## src/rtl/simon_pkg.sv

```systemverilog
// simon_pkg: sizes, LED mode codes and control-FSM state encoding shared by the Simon blocks
package simon_pkg;
  localparam int PAT_W  = 4;
  localparam int ADDR_W = 6;
  typedef enum logic [2:0] {
    LED_OFF  = 3'b000,
    LED_IN   = 3'b001,
    LED_PLAY = 3'b010,
    LED_REP  = 3'b100,
    LED_DONE = 3'b111
  } led_mode_e;
  typedef enum logic [2:0] {
    S_INIT   = 3'd0,
    S_INPUT  = 3'd1,
    S_PLAY   = 3'd2,
    S_REPEAT = 3'd3,
    S_DONE   = 3'd4
  } state_e;
endpackage

```

## src/rtl/simon_regfile.sv

```systemverilog
// simon_regfile: pattern store with one synchronous write port, one asynchronous read port and synchronous clear
module simon_regfile #(
  parameter int PAT_W  = 4,
  parameter int ADDR_W = 6
) (
  input  logic              clk,
  input  logic              rst_n,
  input  logic              we_i,
  input  logic [ADDR_W-1:0] waddr_i,
  input  logic [PAT_W-1:0]  wdata_i,
  input  logic [ADDR_W-1:0] raddr_i,
  output logic [PAT_W-1:0]  rdata_o
);
  logic [PAT_W-1:0] mem_q [2**ADDR_W];
  // clear every entry on reset, otherwise store one pattern per write strobe
  always_ff @(posedge clk) begin
    if (!rst_n) begin
      for (int k = 0; k < 2**ADDR_W; k++) mem_q[k] <= '0;
    end else if (we_i) begin
      mem_q[waddr_i] <= wdata_i;
    end
  end
  assign rdata_o = mem_q[raddr_i];
endmodule

```

## src/rtl/simon_datapath.sv

```systemverilog
// simon_datapath: sequence storage, index counters, legality check and LED mux for the Simon game
module simon_datapath
  import simon_pkg::*;
#(
  parameter int PAT_W  = simon_pkg::PAT_W,
  parameter int ADDR_W = simon_pkg::ADDR_W
) (
  input  logic             clk,
  input  logic             rst_n,
  input  logic             level,
  input  logic [PAT_W-1:0] pattern,
  input  logic             reset,
  input  logic             count_ns,
  input  logic             rst_i,
  input  logic             count_i,
  input  logic             m1,
  input  logic             m2,
  input  logic             m3,
  input  logic             m4,
  output logic             legal,
  output logic             i_eq_ns,
  output logic             right_guess,
  output logic [PAT_W-1:0] pattern_leds
);
  localparam logic [ADDR_W-1:0] LAST = {ADDR_W{1'b1}};
  logic [ADDR_W-1:0] n_q, n_d, i_q, i_d;
  logic              lvl_q, lvl_d;
  logic [PAT_W-1:0]  rd_pat;
  logic              we;
  led_mode_e         mode;
  // game restart clears both counters and latches difficulty; counters saturate at the last entry
  always_comb begin
    n_d   = reset ? '0 : (count_ns && n_q != LAST) ? n_q + 1'b1 : n_q;
    i_d   = (reset || rst_i) ? '0 : (count_i && i_q != LAST) ? i_q + 1'b1 : i_q;
    lvl_d = reset ? level : lvl_q;
  end
  // counter and level registers
  always_ff @(posedge clk) begin
    if (!rst_n) begin
      n_q   <= '0;
      i_q   <= '0;
      lvl_q <= 1'b0;
    end else begin
      n_q   <= n_d;
      i_q   <= i_d;
      lvl_q <= lvl_d;
    end
  end
  assign we = m1 && legal && !reset;
  simon_regfile #(.PAT_W(PAT_W), .ADDR_W(ADDR_W)) u_regfile (
    .clk     (clk),
    .rst_n   (rst_n),
    .we_i    (we),
    .waddr_i (n_q),
    .wdata_i (pattern),
    .raddr_i (i_q),
    .rdata_o (rd_pat)
  );
  // status flags and LED source, priority m1 > m2 > m3 > m4 if selects overlap
  always_comb begin
    legal        = lvl_q || $onehot(pattern);
    i_eq_ns      = i_q == n_q;
    right_guess  = pattern == rd_pat;
    mode         = m1 ? LED_IN : m2 ? LED_PLAY : m3 ? LED_REP : m4 ? LED_DONE : LED_OFF;
    pattern_leds = (mode == LED_IN || mode == LED_REP) ? pattern :
                   (mode == LED_PLAY || mode == LED_DONE) ? rd_pat : '0;
  end
endmodule

```

## config.mk

```make
export PLATFORM = sky130hd
export DESIGN_NAME = simon_datapath
export DESIGN_NICKNAME = d
export VERILOG_FILES = /design/src/rtl/simon_pkg.sv /design/src/rtl/simon_regfile.sv /design/src/rtl/simon_datapath.sv
export SDC_FILE = /design/constraint.sdc
export NUM_CORES = 1
export LEC_CHECK = 0
export ABC_AREA = 1
export CAP_MARGIN = 30
export CORE_MARGIN = 10
export CORE_UTILIZATION = 57
export CTS_CLUSTER_DIAMETER = 40
export DETAILED_ROUTE_END_ITERATION = 10
export PLACE_DENSITY = 0.76
export SYNTH_ARGS = -nofsm -noshare
export SYNTH_HDL_FRONTEND = slang
export SYNTH_SLANG_ARGS = --single-unit
export TNS_END_PERCENT = 5
```

## constraint.sdc

```tcl
create_clock -name clk -period 3.05 [get_ports clk]
set_input_delay 0.4575 -clock clk [delete_from_list [all_inputs] [get_ports clk]]
set_output_delay 0.4575 -clock clk [all_outputs]
set_load 0.02 [all_outputs]
```

==> impl_metrics.prom <==
# TYPE chip_impl_metric gauge
chip_impl_metric{name="met2_wirelength",unit="um"} 17500
chip_impl_metric{name="postLayoutSetupSlackWorst",unit="ns"} -0.0560
chip_impl_metric{name="max-cap-violations",unit=""} 0
chip_impl_info{name="critical_path.most_common_cell",value="sky130_fd_sc_hd__nand2_1"} 1
chip_impl_metric{name="internal-power",unit="mW"} 6.99
chip_impl_metric{name="initial_utilization",unit="%"} 57.6
chip_impl_metric{name="ys.warnings.count",unit=""} 0
chip_impl_info{name="worstReg2RegEnd",value="u_regfile.mem_q[35][0]"} 1
chip_impl_metric{name="final-seq-area",unit="sq mm"} 0.00807
chip_impl_metric{name="ctsLongestPathBuffers",unit=""} 3
chip_impl_metric{name="die_h",unit="um"} 171
chip_impl_metric{name="tritoncts_num_sinks",unit=""} 275
chip_impl_info{name="crit_path_top_delay_cell",value="sky130_fd_sc_hd__dfxtp_4"} 1
chip_impl_metric{name="multiInputGateArea",unit="sq mm"} 0.00473
chip_impl_metric{name="hold-worst-slack",unit="ns"} 0.187
chip_impl_metric{name="dpl_cell_area",unit="sq mm"} 0.0144
chip_impl_metric{name="final-setup-viol-count",unit=""} 2
chip_impl_metric{name="dp.cells",unit=""} 1779
chip_impl_metric{name="worstPathArrival",unit="ns"} 2.65
chip_impl_info{name="min-delay-start",value="rst_n"} 1
chip_impl_metric{name="detail_route.wl_per_cell",unit="um"} 19.8
chip_impl_metric{name="synth_async_sr_flop_share",unit="%"} 0
chip_impl_metric{name="detail_route.vias_per_cell",unit=""} 5.96
chip_impl_info{name="start_kind",value="flop"} 1
chip_impl_metric{name="switching_power_as_a_share_of_total_power",unit="%"} 22.2
chip_impl_metric{name="drive_gt1_share",unit="%"} 18.6
chip_impl_metric{name="timing_hold_violations_final",unit=""} 0
chip_impl_metric{name="cp.required",unit="ns"} 2.59
chip_impl_metric{name="total_via_count_in_the_routed_design",unit=""} 11055
chip_impl_info{name="worst_hold_path_type",value="input port to flop"} 1
chip_impl_metric{name="die_area",unit="sq mm"} 0.0292
chip_impl_metric{name="finalMaxSlewViolations",unit=""} 0
chip_impl_metric{name="clock_tree.htree_level_count",unit=""} 2
chip_impl_metric{name="critical_path.max_stage_delay",unit="ns"} 0.44
chip_impl_metric{name="worst_skew_late_latency",unit="ns"} 0.51
chip_impl_info{name="synth.area.top_cells",value="sky130_fd_sc_hd__edfxtp_1 (59%), sky130_fd_sc_hd__nand2_1 (14%), sky130_fd_sc_hd__nand3_1 (8.6%), sky130_fd_sc_hd__nor2_1 (7.9%), sky130_fd_sc_hd__dfxtp_1 (2.9%)"} 1
chip_impl_info{name="ys_dominant_reg_cell",value="sky130_fd_sc_hd__edfxtp_1"} 1
chip_impl_metric{name="dpl.hpwl",unit="um"} 21400
chip_impl_metric{name="cts_hold_buffers",unit=""} 0
chip_impl_info{name="synth.top_cells.by_count",value="sky130_fd_sc_hd__nand2_1 (488), sky130_fd_sc_hd__nor2_1 (274), sky130_fd_sc_hd__edfxtp_1 (256)"} 1
chip_impl_metric{name="period_share",unit="%"} 102
chip_impl_metric{name="synth_seq_cells",unit=""} 275
chip_impl_metric{name="cts.clk_slew.worst_paths",unit="ns"} 0.05
chip_impl_metric{name="post_synthesis_cell_count",unit=""} 1443
chip_impl_info{name="post-synth-top-area-cell",value="sky130_fd_sc_hd__edfxtp_1"} 1
chip_impl_metric{name="synth_sequential_area_ratio",unit="%"} 62.2
chip_impl_info{name="highest-signal-layer",value="met4"} 1
chip_impl_metric{name="fmax",unit="MHz"} 322
chip_impl_metric{name="clock_power_share",unit="%"} 45.5
chip_impl_info{name="worstHoldEndpoint",value="lvl_q"} 1
chip_impl_metric{name="first_pass_grt_wire_length",unit="um"} 54400
chip_impl_metric{name="dr.pass1.iters",unit=""} 6
chip_impl_info{name="tritoncts",value="yes"} 1
chip_impl_metric{name="grt_use_total",unit="%"} 24.1
chip_impl_metric{name="power.share.sequential",unit="%"} 47.8
chip_impl_metric{name="dr.first_iter.drc_count",unit=""} 1340
chip_impl_info{name="timing.critical_path.cells",value="clkbuf_16, clkbuf_16, nand2_1, nand3_1, nand3_1, nand2_1, nand2_1, nand3_2, nand3_2, nand2_1, nand2_1, nand2_1, nand2_2, nor2_4, buf_6, buf_6"} 1
chip_impl_info{name="violations",value="negative setup slack"} 1
chip_impl_metric{name="chipWidth",unit="um"} 171
chip_impl_metric{name="area.growth.synth_to_final",unit="%"} 24.4
chip_impl_metric{name="pin_count_of_the_biggest_net_entering_global_routing",unit=""} 67
chip_impl_metric{name="synth.avg_cell_area",unit="sq um"} 8.99
chip_impl_metric{name="n_fill_cell",unit=""} 1536
chip_impl_metric{name="r2r_cells",unit=""} 7
chip_impl_metric{name="layout.core_utilization",unit="%"} 71.7
chip_impl_metric{name="synth_top_cell_area_share",unit="%"} 59.3
chip_impl_metric{name="skew",unit="ns"} 0.0132
chip_impl_info{name="r2r-start",value="n_q[1]"} 1
chip_impl_metric{name="regToRegSetupSlack",unit="ns"} 0.93
chip_impl_metric{name="max-vdd-ir-drop",unit="mV"} 0.434
chip_impl_metric{name="finalPower",unit="mW"} 8.99
chip_impl_info{name="result_of_the_run",value="complete, but fails checks"} 1
chip_impl_info{name="rsz_0062_raised_after_global_routing",value="true"} 1
chip_impl_metric{name="gp_congestion",unit=""} 0.918
chip_impl_metric{name="antenna_found_initial",unit=""} 0
chip_impl_metric{name="synth_cell_types",unit=""} 23
chip_impl_info{name="timing_worst_setup_path_type",value="flop to output port"} 1
chip_impl_metric{name="period_minus_slack",unit="ns"} 3.11
chip_impl_metric{name="grt.overflow.total",unit=""} 0
chip_impl_metric{name="num_io_pins",unit=""} 22
chip_impl_metric{name="number_of_nets_still_failing_antenna_checks_after_routing",unit=""} 0
chip_impl_metric{name="drt_wl_total",unit="um"} 36700
chip_impl_metric{name="power.static_leakage",unit="nW"} 6.51
chip_impl_metric{name="synthesis.area",unit="sq mm"} 0.0130
chip_impl_metric{name="coreArea",unit="sq mm"} 0.0225
chip_impl_metric{name="slew-limit-headroom",unit="%"} 33.9
chip_impl_metric{name="met3_wirelength_from_detailed_routing",unit="um"} 4070
chip_impl_metric{name="design.final.nets",unit=""} 1566
chip_impl_metric{name="met1_length",unit="um"} 13500
chip_impl_metric{name="critical_path.max_fanout",unit=""} 9
chip_impl_metric{name="post_layout_nonfiller_instances",unit=""} 1856
chip_impl_metric{name="max_slew.worst_pin.slew",unit="ns"} 0.981
chip_impl_metric{name="grt_pass1_vias",unit=""} 10632
chip_impl_metric{name="share_comb_of_total_power",unit="%"} 6.7
chip_impl_metric{name="cts_inserted_buffers",unit=""} 35
chip_impl_metric{name="place.port_buffers",unit=""} 21
chip_impl_metric{name="timing.hold.worst_path_depth",unit=""} 3
chip_impl_metric{name="power_per_cell_area",unit="mW/mm^2"} 558
chip_impl_metric{name="antenna_cells",unit=""} 0
chip_impl_metric{name="post-route-drc-count",unit=""} 0
chip_impl_info{name="crit_path_end_kind",value="output port"} 1
chip_impl_metric{name="placement_rows",unit=""} 55
chip_impl_metric{name="post-route-cell-area",unit="sq mm"} 0.0161
chip_impl_info{name="synth_most_common_cell",value="sky130_fd_sc_hd__nand2_1"} 1
chip_impl_metric{name="count_of_flip_flops_with_a_built_in_enable_after_synthesis",unit=""} 256
chip_impl_metric{name="p_sw",unit="mW"} 2.00
chip_impl_info{name="cts_root_buf",value="sky130_fd_sc_hd__clkbuf_16"} 1
chip_impl_metric{name="postSynthNetCount",unit=""} 1463
[layout make-up]
type / instances / area share [%]
tap: 285 / 2.21
sequential: 275 / 50.0
multi-input combinational: 1040 / 29.3
clock buffer: 44 / 5.90
timing repair buffer: 155 / 10.3
inverter: 39 / 1.06
clock inverter: 18 / 1.21
[power groups by stage]
stage / clock network (mW) / registers, mW / logic (mW)
floorplan: 0 / 4.35 / 0.337
global placement: 0 / 4.36 / 0.517
detailed placement: 0 / 4.37 / 0.528
CTS: 4.09 / 4.29 / 0.553
global route: 4.27 / 4.30 / 0.647
finish: 4.09 / 4.30 / 0.605
[cell families (layout without fill, tap and decap cells)]
group / Yosys count / in the layout / share of synthesized area [%]
and+or+nand+nor: 1008 / 1008 / 32.0
adders and majority gates: 5 / 5 / 0.540
DFF: 275 / 275 / 62.2
AOI/OAI and AO/OA: 27 / 27 / 1.24
buffers and inverters: 128 / 256 / 4.05
[critical path, delay by kind of cell (launching register included)]
kind | cells | cell delay, ns
flops | 1 | 0.44
buf+inv | 4 | 0.62
simple gates | 12 | 1.08
[routing by layer]
| layer | global-route usage [%] | vias up |
|---|---|---|
| met2 | 39.7 | 686 |
| met4 | 11.0 | 0 |
| met1 | 30.0 | 5193 |
| met3 | 4.86 | 147 |
| li1 | - | 5029 |
| met5 | 0 | - |
[layout by cell type (no fill, tap or decap), types with 7 or more instances in the layout]
cell type | netlist | layout
sky130_fd_sc_hd__inv_2 | 2 | 7
sky130_fd_sc_hd__clkdlybuf4s50_1 | 0 | 11
sky130_fd_sc_hd__o21ai_0 | 9 | 9
sky130_fd_sc_hd__nor2_1 | 274 | 270
sky130_fd_sc_hd__clkbuf_16 | 0 | 42
sky130_fd_sc_hd__dfxtp_1 | 19 | 17
sky130_fd_sc_hd__nand3_1 | 223 | 192
sky130_fd_sc_hd__buf_12 | 0 | 19
sky130_fd_sc_hd__nand3_2 | 0 | 30
sky130_fd_sc_hd__a21oi_1 | 11 | 11
sky130_fd_sc_hd__inv_1 | 37 | 30
sky130_fd_sc_hd__clkbuf_1 | 52 | 7
sky130_fd_sc_hd__buf_6 | 0 | 8
sky130_fd_sc_hd__nand2_2 | 0 | 41
sky130_fd_sc_hd__buf_4 | 0 | 100
sky130_fd_sc_hd__nor3_1 | 11 | 11
sky130_fd_sc_hd__nand2_1 | 488 | 447
sky130_fd_sc_hd__edfxtp_1 | 256 | 256
[stage by stage]
step / setup slack, ns / TNS [ns]
6_report: -0.0560 / -0.0754
5_1_grt: -0.156 / -0.454
4_1_cts: -0.0461 / -0.0461
3_5_place_dp: -0.531 / -223.63
3_3_place_gp: -0.515 / -204.47
2_1_floorplan: -0.211 / -20.81
[worst max-delay path by stage]
stage,cells past startpoint,slack (ns),end
after floorplan,11,-0.21,u_regfile.mem_q[48][0]
after global placement,10,-0.52,legal
after detailed placement,13,-0.53,u_regfile.mem_q[5][1]
after CTS,16,-0.05,right_guess
after global routing,17,-0.16,right_guess
final,16,-0.06,right_guess
[flip-flops by register name, summed over array words and instances (netlist names), named ones only]
signal,flops
i_q,6
lvl_q,1
n_q,6
u_regfile.mem_q,256
[what timing repair did]
item,CTS,global route
cloned,4,6
buffers inserted,4,2
resized for setup,50,61
pin swaps,2,21
endpoints found under the setup margin,41,34
No activity file was read; power rests on OpenSTA's default activity.
